==> src/rtl/dcnt10_ld.sv <==
// Loadable down-counter with terminal-count pulse, sticky flag and optional
// auto-reload from a shadow register captured on every parallel load.
module dcnt10_ld #(
    parameter int WIDTH     = 10,
    parameter bit RELOAD_EN = 1'b1
) (
    input  logic             CLK,
    input  logic             CDN,
    input  logic             LD,
    input  logic             CE,
    input  logic [WIDTH-1:0] D,
    input  logic             CLR,
    output logic [WIDTH-1:0] Q,
    output logic             ZN0,
    output logic             TC,
    output logic             STK
);

    logic [WIDTH-1:0] cnt_q, cnt_d;
    logic [WIDTH-1:0] shadow_q, shadow_d;
    logic             tc_q, tc_d;
    logic             stk_q, stk_d;

    // Priority is load, then count, then hold. Counting from zero never wraps.
    always_comb begin
        cnt_d    = cnt_q;
        shadow_d = shadow_q;
        tc_d     = 1'b0;
        if (LD) begin
            cnt_d    = D;
            shadow_d = D;
        end else if (CE) begin
            if (cnt_q == WIDTH'(1)) begin
                cnt_d = '0;
                tc_d  = 1'b1;
            end else if (cnt_q != '0) begin
                cnt_d = cnt_q - WIDTH'(1);
            end else if (RELOAD_EN) begin
                cnt_d = shadow_q;
            end
        end
        stk_d = tc_d | (stk_q & ~CLR);
    end

    always_ff @(posedge CLK or negedge CDN) begin
        if (!CDN) begin
            cnt_q    <= '0;
            shadow_q <= '0;
            tc_q     <= 1'b0;
            stk_q    <= 1'b0;
        end else begin
            cnt_q    <= cnt_d;
            shadow_q <= shadow_d;
            tc_q     <= tc_d;
            stk_q    <= stk_d;
        end
    end

    assign Q   = cnt_q;
    assign ZN0 = ~|cnt_q;
    assign TC  = tc_q;
    assign STK = stk_q;

endmodule
==> config.mk <==
export PLATFORM = sky130hd
export DESIGN_NAME = dcnt10_ld
export DESIGN_NICKNAME = d
export VERILOG_FILES = /design/src/rtl/dcnt10_ld.sv
export SDC_FILE = /design/constraint.sdc
export NUM_CORES = 1
export LEC_CHECK = 0
export BUFFER_PORTS_ARGS = -buffer_cell sky130_fd_sc_hd__buf_2
export CORE_MARGIN = 10
export CORE_UTILIZATION = 41
export DETAILED_ROUTE_END_ITERATION = 8
export PLACE_DENSITY = 0.66
export SYNTH_ARGS = -nofsm -noshare
export SYNTH_HDL_FRONTEND = slang
export SYNTH_SLANG_ARGS = --single-unit
==> constraint.sdc <==
create_clock -name CLK -period 1.9 [get_ports CLK]
set_input_delay 0.285 -clock CLK [delete_from_list [all_inputs] [get_ports CLK]]
set_output_delay 0.285 -clock CLK [all_outputs]
set_load 0.02 [all_outputs]
# Word-level counts from Yosys, hierarchy flattened
# Index checks and enable logic that the tools add are counted.
[op_classes]
reduce_logical = 4
mux = 7
bitwise_logic = 3
eq_ne = 1
addsub = 1
[ops]
columns = ["op", "n"]
rows = [
  ["2-to-1 mux 10 bit", 4],
  ["== test 10 x 1 -> 1 bit, second input constant", 1],
  ["nonzero test 10 bit", 1],
  ["OR reduction 10 bit", 1],
  ["subtractor 10 x 1 -> 10 bit, second input constant", 1],
  ["2-to-1 mux 1 bit", 3],
  ["nonzero test 2 bit", 1],
  ["bitwise AND 1 bit", 1],
  ["logical NOT 1 bit", 1],
  ["inverter 1 bit", 1],
  ["OR 1 bit", 1],
]
[totals]
output_inout_bits = 13
word_cells = 20
ff_bits = 22

# Logic depth before layout (Yosys ltp)
# Gate-level depths: netlist of run 1.
[depth]
word_depth = 5
ltp_mapped = 6
mapped_depth_nobuf = 6

# Worst setup path before layout of run 1
# No wires, ideal clock.
[synth_path]
kind = "register -> register"
from = "reg cnt_q[6], in the netlist Q[6]"
to = "reg cnt_q[2], in the netlist Q[2]"
arrival_ns = 1.872
setup_time_ns = 0.126
required_ns = 1.774
synth_period_minus_slack_ns = 1.998
path_buffers = 1
path_stages_with_launch = 6
path_slack_ns = -0.098
cell_sequence = "dfrtp_1 > or4_1 > buf_6 > o311ai_4 > a21oi_1 > a221o_1"
[synth_between]
elab_chain_len = 5
[synth_lines]
columns = ["element", "line_no", "source"]
rows = [
  ["from (decl)", "19", "logic [WIDTH-1:0] cnt_q, cnt_d;"],
  ["from (signal assigned)", "52", "cnt_q <= cnt_d;"],
  ["nonzero test 10 bit", "36", "end else if (cnt_q != '0) begin"],
  ["2-to-1 mux 10 bit", "36", ""],
  ["2-to-1 mux 10 bit *", "33", "if (cnt_q == WIDTH'(1)) begin"],
  ["2-to-1 mux 10 bit *", "32", "end else if (CE) begin"],
  ["2-to-1 mux 10 bit *", "29", "if (LD) begin"],
]
# Every way passes the cells marked *; elsewhere a longest branch is shown, timed or not. The select of a mux whose other input is x is not followed.
# A chain may end at the register's enable or synchronous reset.

# Worst setup path after layout of run 1
[layout_path]
from = "reg cnt_q[4], in the netlist Q[4]"
to = "reg cnt_q[4], in the netlist Q[4]"
[layout_between]
elab_chain_len = 5
[layout_lines]
columns = ["element", "line_no"]
rows = [
  ["subtractor 10 x 1 -> 10 bit or nonzero test 10 bit (tied branches)", "37, 36"],
  ["2-to-1 mux 10 bit", "36"],
  ["2-to-1 mux 10 bit *", "33"],
  ["2-to-1 mux 10 bit *", "32"],
  ["2-to-1 mux 10 bit *", "29"],
]
# Marks and branches as above.

==> flow_summary.ini, run 1 <==
[worst_setup_path]
required_ps = 2110
cpLargestDelayFamily = compound AO/OA/AOI/OAI gates
path_cells = or4_4 -> o311ai_4 -> a21oi_1 -> a221o_1
arrival_ps = 2040
worstSetupStartpointType = flip-flop
critPathMaxFanout = 5
cpMaxStageDelayCell = or4_4
critPathCaptureType = flip-flop
path_class = reg -> reg
timing.critical_path.buf_inv = 0
critPathMaxStageDelay_ps = 590

[yosys]
ys_top_cells_by_area = dfrtp_1 47%, mux2_2 8.6%, o21ai_0 3.8%
yosysMostFrequentCell = dfrtp_1
ys_warn_count = 0
synthArstFlopShare_pct = 100
synth_fp_nets = 129
syn-cell-area_sq_mm = 0.00118
synth_cell_types = 35
synth_area_leader_cell = dfrtp_1
syn-instance-count = 112
synth.top_cells.by_count = 22 x dfrtp_1, 9 x mux2_2, 9 x o21ai_0, 8 x inv_1, 6 x a22oi_1
synth_seq_cells = 22
synth.yosys.seq_area_share_pct = 46.8
synthFlopType = dfrtp_1
syn_avg_cell_area_sq_um = 10.5
synth_top_area_share_pct = 46.8
synth_edf_count = 0

[global_routing]
grt_max_degree = 23
grt_pass1_vias = 1193
grt_usage_pct = 12.5
grt_overflow_total = 0
antenna_found_initial = 0
grt_pass1_wl_mm = 5.42

[detailed_routing]
wl_met1_mm = 1.46
num_vias = 1120
first_pass_iters = 4
postRouteAntennaNets = 0
viasPerCell = 5.83
wl_met3_um = 154
wl_per_cell_um = 17.3
post-route-drc-count = 0
highest-signal-layer = met4
first_iter_violations = 54
wl_met2_mm = 1.64
drt_wl_total_mm = 3.33

[place]
dp.cells = 184
post_dp_cell_area_sq_mm = 0.00147
gp_congestion = 0.840
dp_hpwl_mm = 2.42
io_buffers = 27

[timing]
layout_min_cycle_time_ps = 1830
clock.fmax_mhz = 546
hold_ws_ps = 200
fin_worst_skew_ps = 5.43
setup_violations = 0
relSlewSlack_pct = 65.1
period_share_pct = 96.3
grt_setup_unrepaired = true
slew_viol_final = 0
hold_viol_final = 0
worst_pin_slew_ps = 519
finalSetupTns_ps = 0

[finish]
diodes = 0
finish.instance_area_sq_mm = 0.00161
post-route-util_pct = 58.3
nets = 179
final_layout_size_suffix_gt1_share_pct = 46.0
fin_cells = 192
area_growth_pct = 36.7
fill_cells = 247

[floorplan]
num_rows = 19
fp.dieArea_sq_mm = 0.00541
core_sq_mm = 0.00276
pin_count = 28
initial_utilization_pct = 42.6
die_y_um = 73.6
die_w_um = 73.6

[clock_tree]
htree_num_levels = 1
clk_pin_slew_ps = 120
clock_path_buffers = 2
cts_made_buffers = 3
root_buffer = clkbuf_4
cts_tree = yes
clock-sinks = 22
clock_latency_ps = 320

[power]
power.density_mw_per_mm2 = 757
static-leakage-power_uw = 0.000747
ir_drop_mv = 0.543

[min_path]
hold_path.class = in -> reg

[run]
cap_violations = 0

[outcome]
outcome = finished clean
stage by stage:
step | total power [uW] | setup slack [ps]
finish | 1220 | 69.5
global route | 1290 | -13.7
CTS | 1190 | 9.28
detailed placement | 903 | 27.7
global placement | 895 | 63.1
floorplan | 751 | -5.35
report_power, final:
part	internal (uW)	switching, uW	total, uW
Combinational	181	223	404
Clock	117	154	271
Sequential	515	27.2	542
logic make-up after synthesis:
group,share of synthesized area (%)
XOR/XNOR,0.745
buffers and inverters,4.47
multiplexers,10.3
AND/OR/NAND/NOR,11.4
adder cells (fa/ha/maj),2.13
flip-flops,46.8
AO/OA/AOI/OAI,24.1
state kept, by name, indices dropped and copies added, names as in the netlist:
register  cells
Q            10
shadow_q     10
TC            1
STK           1
path summary, 6_finish.rpt:
kind | start | to | slack (ps) | cells after the start
worst max-delay path | Q[4]$_DFFE_PN0P_ | Q[4]$_DFFE_PN0P_ | 70 | 4
worst min-delay path | D[7] | shadow_q[7]$_DFFE_PN0P_ | 200 | 3
worst max register to register | Q[4]$_DFFE_PN0P_ | Q[4]$_DFFE_PN0P_ | 70 | 4
worst min register to register | STK$_DFF_PN0_ | STK$_DFF_PN0_ | 510 | 1
max in group asynchronous | CDN | Q[4]$_DFFE_PN0P_ | 1080 | 2
min in group asynchronous | CDN | Q[1]$_DFFE_PN0P_ | 450 | 2
worst register-to-register path, delay by kind of cell (launching register included):
kind,cells,cell delay [ps]
AO/OA/AOI/OAI,3,700
AND/OR/NAND/NOR,1,590
flip-flops,1,430
layer usage:
metal,up-vias,global-route usage [%]
met5,-,0
met2,36,20.5
met4,0,5.59
met1,544,15.3
met3,9,2.69
li1,531,-
what timing repair did:
action	CTS	global route
setup endpoints to repair	2	3
pin swaps	1	1
setup buffers	1	2
hold buffers	1	0
resized for setup	8	9
hold endpoints to repair	22	0
final cells by class:
cell class | instances | area (sq um) | area share, %
well taps | 31 | 38.8 | 2.41
flip-flops and latches | 22 | 554 | 34.5
inverters | 8 | 30.0 | 1.87
multi-input cells | 78 | 632 | 39.3
clock buffers | 4 | 36.3 | 2.26
repair buffers | 49 | 317 | 19.7
cell usage in the layout (no fill, tap or decap), types with 3 or more instances in the layout:
cell      netlist  routed
buf_2           0      26
dfrtp_1        22      19
buf_4           0      19
o21ai_0         9       9
mux2_2          9       9
inv_1           8       7
a22oi_1         6       6
nand2_1         5       5
a21oi_1         5       5
o31ai_1         5       5
nor2_1          4       4
dfrtp_2         0       3
or3_1           3       3
clkbuf_4        0       3
buf_6           1       3
Note: power is estimated with default switching activity, not from simulation.
==> inputs of run 2 (changes only) <==
--- a/config.mk
+++ b/config.mk
@@ -6,9 +6,11 @@
 export NUM_CORES = 1
 export LEC_CHECK = 0
 export BUFFER_PORTS_ARGS = -buffer_cell sky130_fd_sc_hd__buf_2
+export CORE_ASPECT_RATIO = 1.4
 export CORE_MARGIN = 10
 export CORE_UTILIZATION = 41
 export DETAILED_ROUTE_END_ITERATION = 8
+export GPL_TIMING_DRIVEN = 0
 export PLACE_DENSITY = 0.66
 export SYNTH_ARGS = -nofsm -noshare
 export SYNTH_HDL_FRONTEND = slang
==> flow_summary.ini, run 2 (synthesis gave the netlist of run 1 again) <==
[outcome]
outcome = finished with violations
failed_checks = negative setup slack

[finish]
final_cell_mix = 27 x buf_2, 17 x dfrtp_1, 9 x mux2_2
multi_input_area_sq_um = 633
final_layout_size_suffix_gt1_share_pct = 44.1
finish.instance_area_sq_mm = 0.00155
area_growth_pct = 32.0
nets = 170
final_common_cell = buf_2
diodes = 0
regArea_sq_um = 557
fill_cells = 250

[clock_tree]
clock-sinks = 22
clock_latency_ps = 310
cts_made_buffers = 3
root_buffer = clkbuf_4
clock_path_buffers = 2
htree_num_levels = 1
clk_pin_slew_ps = 130
cts_tree = yes

[detailed_routing]
post-route-drc-count = 0
wl_per_cell_um = 16.5
highest-signal-layer = met4
wl_met1_mm = 1.23
first_pass_iters = 4
viasPerCell = 5.64
wl_met3_um = 237
first_iter_violations = 48
wl_met2_mm = 1.61
drt_wl_total_mm = 3.09
postRouteAntennaNets = 0
num_vias = 1060

[floorplan]
initial_utilization_pct = 43.6
pin_count = 28
die_y_um = 83.4
num_rows = 22
core_sq_mm = 0.00270
fp.dieArea_sq_mm = 0.00544
die_w_um = 65.3

[timing]
fin_worst_skew_ps = 5.76
hold_ws_ps = 203
slew_viol_final = 0
relSlewSlack_pct = 55.2
worst_pin_slew_ps = 670
grt_setup_unrepaired = true
hold_viol_final = 0
period_share_pct = 104
setup_slack_ps = -72.7
setup_violations = 3
layout_min_cycle_time_ps = 1970
clock.fmax_mhz = 507

[place]
post_dp_cell_area_sq_mm = 0.00136
gp_congestion = 0.813
io_buffers = 27
dp_slack_ps = -159
dp_hpwl_mm = 2.14

[worst_setup_path]
critPathCaptureType = flip-flop
cpLargestDelayFamily = compound AO/OA/AOI/OAI gates
r2r_slack_ps = -70
worst-path-stages = 5
timing.critical_path.buf_inv = 1
path_cells = or4_4 -> o311ai_4 -> buf_6 -> a21oi_2 -> a221o_1
critPathMaxStageDelay_ps = 600
path_class = reg -> reg
required_ps = 2100
worstSetupStartpointType = flip-flop
cpMaxStageDelayCell = or4_4
r2r_cells = 5
arrival_ps = 2180
critPathMaxFanout = 5

[global_routing]
grt_max_degree = 23
grt_pass1_wl_mm = 4.99
grt_pass1_vias = 1084
grt_overflow_total = 0
grt_usage_pct = 11.3
antenna_found_initial = 0

[run]
cap_violations = 0

[power]
power_uw = 1180
static-leakage-power_uw = 0.000697
power.density_mw_per_mm2 = 758
ir_drop_mv = 0.373

[min_path]
whs_path_depth = 3
hold_path.class = in -> reg
-- run 2: what timing repair did --
| action | 4_1_cts | 5_1_grt |
|---|---|---|
| cloned | 0 | 0 |
| endpoints found under the hold margin | 22 | 0 |
| resized for setup | 9 | 10 |
| hold buffers | 1 | 0 |
| setup buffers | 7 | 3 |
| pin swaps | 1 | 2 |
| setup endpoints to repair | 10 | 10 |
-- run 2: power breakdown --
group / internal, uW / switching [uW] / leakage [uW]
registers: 516 / 61.4 / 0.000260
logic: 153 / 182 / 0.000416
clock network: 117 / 146 / 0.0000210
total: 786 / 390 / 0.000697
-- run 2: area by class of cell --
class | instances | area share, %
buffer | 2 | 0.483
inverter | 8 | 1.93
tap | 36 | 2.90
sequential | 22 | 35.9
clock buffer | 4 | 2.34
multi-input combinational | 78 | 40.8
timing repair buffer | 38 | 15.7
-- run 2: worst paths after layout --
check,from,end
min in group asynchronous,CDN,STK$_DFF_PN0_
worst max register to register,Q[4]$_DFFE_PN0P_,Q[2]$_DFFE_PN0P_
worst min register to register,STK$_DFF_PN0_,STK$_DFF_PN0_
worst min-delay path,D[7],shadow_q[7]$_DFFE_PN0P_
worst max-delay path,Q[4]$_DFFE_PN0P_,Q[2]$_DFFE_PN0P_
max in group asynchronous,CDN,Q[0]$_DFFE_PN0P_
-- run 2: routing by layer --
| metal | GRT usage (%) | vias up |
|---|---|---|
| met4 | 5.06 | 0 |
| met1 | 12.1 | 526 |
| met3 | 4.03 | 2 |
| li1 | - | 505 |
| met2 | 18.9 | 27 |
| met5 | 0 | - |
-- run 2: per-stage QoR --
stage | cells | setup TNS [ps] | utilization, %
detailed placement | 175 | -596 | 50.4
finish | 188 | -177 | 57.6
CTS | 187 | -190 | 55.2
floorplan | 112 | -9.36 | -
global route | 188 | -381 | 57.6
global placement | 175 | -473 | 50.4
-- run 2: worst register-to-register path, stage by stage (launching register included) --
cell and delay, ps:
dfrtp_2 460, or4_4 600, o311ai_4 360, buf_6 160, a21oi_2 30, a221o_1 260
